**config.mk**
```make
export PLATFORM = sky130hd
export DESIGN_NAME = mc_cpu_ctrl_flat
export DESIGN_NICKNAME = d
export VERILOG_FILES = /design/src/rtl/mc_cpu_ctrl_if.sv /design/src/rtl/mc_cpu_ctrl.sv /design/src/flat_wrapper.sv
export SDC_FILE = /design/constraint.sdc
export NUM_CORES = 1
export LEC_CHECK = 0
export BUFFER_PORTS_ARGS = -buffer_cell sky130_fd_sc_hd__buf_4
export CAP_MARGIN = 10
export CELL_PAD_IN_SITES_DETAIL_PLACEMENT = 0
export CELL_PAD_IN_SITES_GLOBAL_PLACEMENT = 1
export CORE_UTILIZATION = 42
export DETAILED_ROUTE_END_ITERATION = 16
export HOLD_SLACK_MARGIN = 0.08
export PLACE_DENSITY_LB_ADDON = 0.15
export SKIP_CTS_REPAIR_TIMING = 1
export SYNTH_ARGS = -nofsm -noshare
export SYNTH_HDL_FRONTEND = slang
export SYNTH_SLANG_ARGS = --single-unit
```
**constraint.sdc**
```tcl
create_clock -name i_clk -period 3.65 [get_ports i_clk]
set_input_delay 0.73 -clock i_clk [delete_from_list [all_inputs] [get_ports i_clk]]
set_output_delay 0.73 -clock i_clk [all_outputs]
set_load 0.02 [all_outputs]
```
**src/rtl/mc_cpu_ctrl_if.sv**
```systemverilog
// Control/status bundle between the multi-cycle controller and its datapath and memories.
interface mc_cpu_ctrl_if #(
  parameter int CNT_W = 16
);
  logic [6:0]       i_opcode;
  logic [2:0]       i_funct3;
  logic [6:0]       i_funct7;
  logic             i_inst_valid;
  logic             i_d_valid;
  logic             i_alu_ovf;
  logic             i_br_taken;
  logic             i_addr_err;
  logic             o_imem_req;
  logic             o_ir_en;
  logic             o_reg_a_en;
  logic             o_reg_b_en;
  logic             o_alu_out_en;
  logic             o_dmem_req;
  logic             o_dmem_we;
  logic             o_mdr_en;
  logic             o_rf_we;
  logic             o_pc_en;
  logic             o_pc_sel;
  logic [2:0]       o_status;
  logic             o_status_valid;
  logic             o_halt;
  logic [CNT_W-1:0] o_inst_cnt;

  // The controller is the master; the datapath/memory side is the slave.
  modport master (
    input  i_opcode, i_funct3, i_funct7, i_inst_valid, i_d_valid,
           i_alu_ovf, i_br_taken, i_addr_err,
    output o_imem_req, o_ir_en, o_reg_a_en, o_reg_b_en, o_alu_out_en,
           o_dmem_req, o_dmem_we, o_mdr_en, o_rf_we, o_pc_en, o_pc_sel,
           o_status, o_status_valid, o_halt, o_inst_cnt
  );
  modport slave (
    output i_opcode, i_funct3, i_funct7, i_inst_valid, i_d_valid,
           i_alu_ovf, i_br_taken, i_addr_err,
    input  o_imem_req, o_ir_en, o_reg_a_en, o_reg_b_en, o_alu_out_en,
           o_dmem_req, o_dmem_we, o_mdr_en, o_rf_we, o_pc_en, o_pc_sel,
           o_status, o_status_valid, o_halt, o_inst_cnt
  );
endinterface

```
**src/rtl/mc_cpu_ctrl.sv**
```systemverilog
// Multi-cycle control FSM: fetch/decode/execute/memory/writeback sequencing,
// per-instruction status strobe, retired count, and sticky halt on EOF/invalid/timeout.
module mc_cpu_ctrl #(
  parameter int MAX_WAIT = 15,
  parameter int CNT_W    = 16
) (
  input  logic           i_clk,
  input  logic           i_rst_n,
  mc_cpu_ctrl_if.master  bus
);
  localparam int WCNT_W = $clog2(MAX_WAIT + 2);
  localparam logic [WCNT_W-1:0] WAIT_LAST = WCNT_W'(MAX_WAIT);

  localparam logic [2:0] ST_R = 3'd0, ST_I = 3'd1, ST_S = 3'd2, ST_B = 3'd3,
                         ST_U = 3'd4, ST_INV = 3'd5, ST_EOF = 3'd6;

  typedef enum logic [3:0] {
    S_IDLE, S_IF, S_IF_WAIT, S_ID, S_EX, S_MEM, S_MEM_WAIT, S_WB, S_PC, S_HALT
  } state_t;

  state_t            state_q, state_d;
  logic [WCNT_W-1:0] wcnt_q, wcnt_d;
  logic [2:0]        cls_q, dec_cls, halt_status;
  logic              addsub_q, load_q, store_q;
  logic              dec_addsub, dec_load, dec_store;
  logic              pc_sel_q, status_valid_q, halt_q;
  logic [2:0]        status_q;
  logic [CNT_W-1:0]  cnt_q;
  logic imem_req, ir_en, reg_ab_en, alu_out_en, dmem_req, dmem_we, mdr_en, rf_we, pc_en;

  always_comb begin
    dec_cls    = ST_INV;
    dec_addsub = 1'b0;
    dec_load   = 1'b0;
    dec_store  = 1'b0;
    case (bus.i_opcode)
      7'b0110011: begin
        case ({bus.i_funct7, bus.i_funct3})
          {7'b0000000, 3'b000}, {7'b0100000, 3'b000}: begin
            dec_cls    = ST_R;
            dec_addsub = 1'b1;
          end
          {7'b0000000, 3'b010}, {7'b0000000, 3'b001}, {7'b0000000, 3'b101}: dec_cls = ST_R;
          default: ;
        endcase
      end
      7'b0010011: begin
        if (bus.i_funct3 == 3'b000) begin
          dec_cls    = ST_I;
          dec_addsub = 1'b1;
        end else if (bus.i_funct3 == 3'b010) begin
          dec_cls = ST_I;
        end
      end
      7'b0000011: if (bus.i_funct3 == 3'b010) begin
        dec_cls  = ST_I;
        dec_load = 1'b1;
      end
      7'b0100011: if (bus.i_funct3 == 3'b010) begin
        dec_cls   = ST_S;
        dec_store = 1'b1;
      end
      7'b1100011: begin
        case (bus.i_funct3)
          3'b000, 3'b001, 3'b100, 3'b101: dec_cls = ST_B;
          default: ;
        endcase
      end
      7'b0010111: dec_cls = ST_U;
      7'b1110011: dec_cls = ST_EOF;
      default: ;
    endcase
  end

  always_comb begin
    state_d     = state_q;
    wcnt_d      = wcnt_q;
    halt_status = ST_INV;
    imem_req    = 1'b0;
    ir_en       = 1'b0;
    reg_ab_en   = 1'b0;
    alu_out_en  = 1'b0;
    dmem_req    = 1'b0;
    dmem_we     = 1'b0;
    mdr_en      = 1'b0;
    rf_we       = 1'b0;
    pc_en       = 1'b0;
    case (state_q)
      S_IDLE: state_d = S_IF;
      S_IF: begin
        imem_req = 1'b1;
        wcnt_d   = '0;
        state_d  = S_IF_WAIT;
      end
      // Valid on the cycle the count sits at MAX_WAIT is still accepted.
      S_IF_WAIT: begin
        if (bus.i_inst_valid) begin
          ir_en   = 1'b1;
          state_d = S_ID;
        end else if (wcnt_q == WAIT_LAST) begin
          state_d = S_HALT;
        end else begin
          wcnt_d = wcnt_q + 1'b1;
        end
      end
      S_ID: begin
        reg_ab_en = 1'b1;
        if (dec_cls == ST_EOF) begin
          halt_status = ST_EOF;
          state_d     = S_HALT;
        end else if (dec_cls == ST_INV) begin
          state_d = S_HALT;
        end else begin
          state_d = S_EX;
        end
      end
      S_EX: begin
        alu_out_en = 1'b1;
        if (addsub_q && bus.i_alu_ovf) state_d = S_HALT;
        else if (load_q || store_q)    state_d = S_MEM;
        else if (cls_q == ST_B)        state_d = S_PC;
        else                           state_d = S_WB;
      end
      S_MEM: begin
        if (bus.i_addr_err) begin
          state_d = S_HALT;
        end else begin
          dmem_req = 1'b1;
          dmem_we  = store_q;
          wcnt_d   = '0;
          state_d  = store_q ? S_PC : S_MEM_WAIT;
        end
      end
      S_MEM_WAIT: begin
        if (bus.i_d_valid) begin
          mdr_en  = 1'b1;
          state_d = S_WB;
        end else if (wcnt_q == WAIT_LAST) begin
          state_d = S_HALT;
        end else begin
          wcnt_d = wcnt_q + 1'b1;
        end
      end
      S_WB: begin
        rf_we   = 1'b1;
        state_d = S_PC;
      end
      S_PC: begin
        pc_en   = 1'b1;
        state_d = S_IF;
      end
      S_HALT: ;
      default: state_d = S_IDLE;
    endcase
  end

  always_ff @(posedge i_clk or negedge i_rst_n) begin
    if (!i_rst_n) begin
      state_q        <= S_IDLE;
      wcnt_q         <= '0;
      cls_q          <= ST_R;
      addsub_q       <= 1'b0;
      load_q         <= 1'b0;
      store_q        <= 1'b0;
      pc_sel_q       <= 1'b0;
      status_q       <= 3'd0;
      status_valid_q <= 1'b0;
      halt_q         <= 1'b0;
      cnt_q          <= '0;
    end else begin
      state_q        <= state_d;
      wcnt_q         <= wcnt_d;
      status_valid_q <= 1'b0;
      halt_q         <= (state_d == S_HALT);
      if (state_q == S_ID) begin
        cls_q    <= dec_cls;
        addsub_q <= dec_addsub;
        load_q   <= dec_load;
        store_q  <= dec_store;
      end
      if (state_q == S_EX) pc_sel_q <= (cls_q == ST_B) && bus.i_br_taken;
      // Exactly one strobe per retired instruction or per halt entry.
      if (state_q == S_PC) begin
        status_q       <= cls_q;
        status_valid_q <= 1'b1;
        cnt_q          <= cnt_q + 1'b1;
      end else if (state_d == S_HALT && state_q != S_HALT) begin
        status_q       <= halt_status;
        status_valid_q <= 1'b1;
      end
    end
  end

  assign bus.o_imem_req     = imem_req;
  assign bus.o_ir_en        = ir_en;
  assign bus.o_reg_a_en     = reg_ab_en;
  assign bus.o_reg_b_en     = reg_ab_en;
  assign bus.o_alu_out_en   = alu_out_en;
  assign bus.o_dmem_req     = dmem_req;
  assign bus.o_dmem_we      = dmem_we;
  assign bus.o_mdr_en       = mdr_en;
  assign bus.o_rf_we        = rf_we;
  assign bus.o_pc_en        = pc_en;
  assign bus.o_pc_sel       = pc_sel_q;
  assign bus.o_status       = status_q;
  assign bus.o_status_valid = status_valid_q;
  assign bus.o_halt         = halt_q;
  assign bus.o_inst_cnt     = cnt_q;
endmodule
```
**src/flat_wrapper.sv**
```systemverilog
// flat-port wrapper written by rule: the top's interface ports become plain ports
module mc_cpu_ctrl_flat 
#(
  parameter int MAX_WAIT = 15,
  parameter int CNT_W    = 16
)
  (i_clk, i_rst_n, bus_i_opcode, bus_i_funct3, bus_i_funct7, bus_i_inst_valid, bus_i_d_valid, bus_i_alu_ovf, bus_i_br_taken, bus_i_addr_err, bus_o_imem_req, bus_o_ir_en, bus_o_reg_a_en, bus_o_reg_b_en, bus_o_alu_out_en, bus_o_dmem_req, bus_o_dmem_we, bus_o_mdr_en, bus_o_rf_we, bus_o_pc_en, bus_o_pc_sel, bus_o_status, bus_o_status_valid, bus_o_halt, bus_o_inst_cnt);
  mc_cpu_ctrl_if #(.CNT_W(CNT_W)) bus_i ();
  input  logic i_clk;
  input  logic i_rst_n;
  input wire logic [$bits(bus_i.i_opcode)-1:0] bus_i_opcode;
  input wire logic [$bits(bus_i.i_funct3)-1:0] bus_i_funct3;
  input wire logic [$bits(bus_i.i_funct7)-1:0] bus_i_funct7;
  input wire logic [$bits(bus_i.i_inst_valid)-1:0] bus_i_inst_valid;
  input wire logic [$bits(bus_i.i_d_valid)-1:0] bus_i_d_valid;
  input wire logic [$bits(bus_i.i_alu_ovf)-1:0] bus_i_alu_ovf;
  input wire logic [$bits(bus_i.i_br_taken)-1:0] bus_i_br_taken;
  input wire logic [$bits(bus_i.i_addr_err)-1:0] bus_i_addr_err;
  output wire logic [$bits(bus_i.o_imem_req)-1:0] bus_o_imem_req;
  output wire logic [$bits(bus_i.o_ir_en)-1:0] bus_o_ir_en;
  output wire logic [$bits(bus_i.o_reg_a_en)-1:0] bus_o_reg_a_en;
  output wire logic [$bits(bus_i.o_reg_b_en)-1:0] bus_o_reg_b_en;
  output wire logic [$bits(bus_i.o_alu_out_en)-1:0] bus_o_alu_out_en;
  output wire logic [$bits(bus_i.o_dmem_req)-1:0] bus_o_dmem_req;
  output wire logic [$bits(bus_i.o_dmem_we)-1:0] bus_o_dmem_we;
  output wire logic [$bits(bus_i.o_mdr_en)-1:0] bus_o_mdr_en;
  output wire logic [$bits(bus_i.o_rf_we)-1:0] bus_o_rf_we;
  output wire logic [$bits(bus_i.o_pc_en)-1:0] bus_o_pc_en;
  output wire logic [$bits(bus_i.o_pc_sel)-1:0] bus_o_pc_sel;
  output wire logic [$bits(bus_i.o_status)-1:0] bus_o_status;
  output wire logic [$bits(bus_i.o_status_valid)-1:0] bus_o_status_valid;
  output wire logic [$bits(bus_i.o_halt)-1:0] bus_o_halt;
  output wire logic [$bits(bus_i.o_inst_cnt)-1:0] bus_o_inst_cnt;
  assign bus_i.i_opcode = bus_i_opcode;
  assign bus_i.i_funct3 = bus_i_funct3;
  assign bus_i.i_funct7 = bus_i_funct7;
  assign bus_i.i_inst_valid = bus_i_inst_valid;
  assign bus_i.i_d_valid = bus_i_d_valid;
  assign bus_i.i_alu_ovf = bus_i_alu_ovf;
  assign bus_i.i_br_taken = bus_i_br_taken;
  assign bus_i.i_addr_err = bus_i_addr_err;
  assign bus_o_imem_req = bus_i.o_imem_req;
  assign bus_o_ir_en = bus_i.o_ir_en;
  assign bus_o_reg_a_en = bus_i.o_reg_a_en;
  assign bus_o_reg_b_en = bus_i.o_reg_b_en;
  assign bus_o_alu_out_en = bus_i.o_alu_out_en;
  assign bus_o_dmem_req = bus_i.o_dmem_req;
  assign bus_o_dmem_we = bus_i.o_dmem_we;
  assign bus_o_mdr_en = bus_i.o_mdr_en;
  assign bus_o_rf_we = bus_i.o_rf_we;
  assign bus_o_pc_en = bus_i.o_pc_en;
  assign bus_o_pc_sel = bus_i.o_pc_sel;
  assign bus_o_status = bus_i.o_status;
  assign bus_o_status_valid = bus_i.o_status_valid;
  assign bus_o_halt = bus_i.o_halt;
  assign bus_o_inst_cnt = bus_i.o_inst_cnt;
  mc_cpu_ctrl #(.MAX_WAIT(MAX_WAIT), .CNT_W(CNT_W)) u_core (.i_clk(i_clk), .i_rst_n(i_rst_n), .bus(bus_i));
endmodule
```
==> flow_summary.toml <==
[yosys]
async_flop_share = 1.00
synth_cells = 228
ys_top_cells_by_area = "dfrtp_1, nor2_1, nand2_1"
ys_warn_count = 0
synth-xor-area-share = 0.0638
syn-mean-instance-area_sq_um = 9.03
synth_seq_cells = 37
synth_top_family_by_area = "simple AND/OR/NAND/NOR gates"
synth_fa_ha_area_frac = 0.0182
synth_area_sq_mm = 0.00206
synth_compound_area_frac = 0.149
yosysTopAreaCell = "dfrtp_1"
synth_top_area_share = 0.450
synthSimpleGateAreaFrac = 0.259
yosysUniqueCellTypes = 50
synth_nets = 255
synth-edff-count = 0
synth.area.mux_share = 0.00973
yosysSeqAreaShare = 0.450
synth_ff_type = "dfrtp_1"

[sta]
finalHoldViolCount = 0
post-route-period-util = 0.710
whs_ns = 0.400
fin_crit_ns = 2.59
worst_pin_slew_ns = 0.618
relSlewSlack = 0.587
skew_ns = 0.00736
finalSetupViolCount = 0
fin_ws_ns = 1.06
rsz0062_at_grt = "no"
fmax_mhz = 386
report.final.slew_viol_count = 0
fin_tns_setup_ns = 0

[layout]
final_layout_size_suffix_gt1_frac = 0.258
area.growth.synth_to_final_pct = 26.9
diodes = 0
layout.nets = 310

[drt]
viasPerCell = 5.09
routed-via-count = 1781
drc = 0
ant_nets = 0
drt_first_pass_iters = 6
drt-total-wl_um = 4500
wl_per_cell_um = 12.9
drt_iter0_drc = 67

[clock_network]
h-tree-depth = 2
numCtsBuffers = 5
cts_tree = "done"
clk_pin_slew_ns = 0.07
cts-root-buf = "clkbuf_8"
clk_path_buf_depth = 2
clock_latency_ns = 0.29
cts.sinks = 37

[global_route]
grt_start_max_net_pins = 38
grt_pass1_vias = 1666
grt_overflow_total = 0
antenna_found_initial = 0
grt.total_usage = 0.190
grt_pass1_wl_um = 7700

[die]
start_util = 0.436
fp.dieArea_sq_mm = 0.00518
fp.dieW_um = 72.0
ios = 56
core-area_sq_mm = 0.00472
rows = 25
die_h_um = 72.0

[worst_setup_path]
critPathArrivalTime_ns = 1.86
worst_ep_required_time_ns = 2.92
critPathLaunchType = "flip-flop"
critPathKind = "reg2out"
reg2reg_slack_ns = 1.28
crit_path_end_kind = "primary output"
worstPathMaxFanout = 15

[power]
p_total_uw = 1430
powerDensity_mw_per_mm2 = 547
irDropWorstVdd_uv = 341
p_leak_uw = 0.00124

[placed_design]
port_buffers = 55
gp_congestion = 0.787
preCtsSetupSlack_ns = 1.20
hpwlAfterDp_um = 3360

[run_status]
status = "complete, no violations"

[run]
maxCapViolations = 0

[worst_hold_path]
hold_path.class = "in2async"
## sequential cells by signal (all words and copies together) (netlist names), 3 cells and up
| signal | cells |
|---|---|
| u_core.cls_q | 3 |
| u_core.bus.o_status | 3 |
| u_core.state_q | 4 |
| u_core.wcnt_q | 5 |
| u_core.bus.o_inst_cnt | 16 |
## worst paths after layout
| path | cells past startpoint | start | end |
|---|---|---|---|
| max | 4 | u_core.state_q[1] | bus_o_mdr_en |
| min | 1 | i_rst_n | u_core.state_q[1] |
| max reg2reg | 9 | u_core.wcnt_q[0] | u_core.wcnt_q[3] |
| min reg2reg | 1 | u_core.bus.o_inst_cnt[15] | u_core.bus.o_inst_cnt[15] |
| max in group asynchronous | 1 | i_rst_n | u_core.wcnt_q[2] |
| min in group i_clk | 1 | u_core.bus.o_inst_cnt[15] | u_core.bus.o_inst_cnt[15] |
## cells by family (layout without fill, tap and decap cells)
group,count (synthesis),count (layout)
simple gates,102,102
compound gates,48,48
flops,37,37
buf+inv,21,76
xor+xnor,15,15
fa+ha+maj,3,3
mux,2,2
## cell usage after synthesis, types with 2 or more instances
library cell / n
or2_2: 2
o21ai_0: 15
xor2_1: 6
a32o_1: 2
or3_1: 2
and3_1: 2
mux2i_1: 2
nand2b_1: 3
o31ai_1: 2
o22ai_1: 3
clkbuf_1: 3
a31oi_1: 4
a211oi_1: 2
dfrtp_1: 37
nor2_1: 25
nand3_1: 15
nor3b_1: 4
a21oi_1: 9
ha_1: 3
nand4_1: 5
inv_1: 13
nand2_1: 23
buf_6: 2
xnor2_1: 9
nand3b_1: 3
nor2_2: 2
nor3_1: 7
## worst max-delay path, stage by stage (launching register included)
cell	delay (ns)
dfrtp_1	0.59
nor3b_1	0.58
nand3_1	0.19
inv_1	0.09
buf_4	0.13
## where the power goes
part / switching [uW] / total [uW] / internal, uW / leakage [uW]
clock network: 141 / 340 / 199 / 0.0000540
logic: 296 / 507 / 211 / 0.000696
registers: 102 / 581 / 479 / 0.000486
## layer usage
layer  track usage  vias to the layer above  share of wire
met5             0                        -              0
li1              -                      910              -
met3        0.0500                        4          0.043
met2         0.283                       38           0.45
met4        0.0654                        0         0.0098
met1         0.270                      829           0.50
## cell type report
type                            count  area (sq um)
Fill cell                         459          2110
Multi-Input combinational cell    170          1030
Sequential cell                    37           926
Timing Repair Buffer               55           413
Tap cell                           67          83.8
Clock buffer                        5          68.8
Inverter                           14          57.6
Clock inverter                      2          35.0
## metrics by stage
step	std cells	cell area (sq um)	util
after detailed placement	343	2510	0.531
after global routing	350	2610	0.553
after floorplan	228	2060	-
final	350	2610	0.553
after CTS	350	2610	0.553
after global placement	343	2510	0.531
## cell usage in the layout (no fill, tap or decap), types with 3 or more instances in the layout
cell type  count
nand3_1       15
dfrtp_1       37
nor3b_1        4
nor3_1         7
xor2_1         6
nand2b_1       3
o21ai_0       15
nand4_1        5
xnor2_1        9
buf_4         55
clkbuf_8       5
nand3b_1       3
inv_1         13
nor2_1        25
nand2_1       23
ha_1           3
o22ai_1        3
a21oi_1        9
a31oi_1        4
Note: power is estimated with default switching activity, not from simulation.
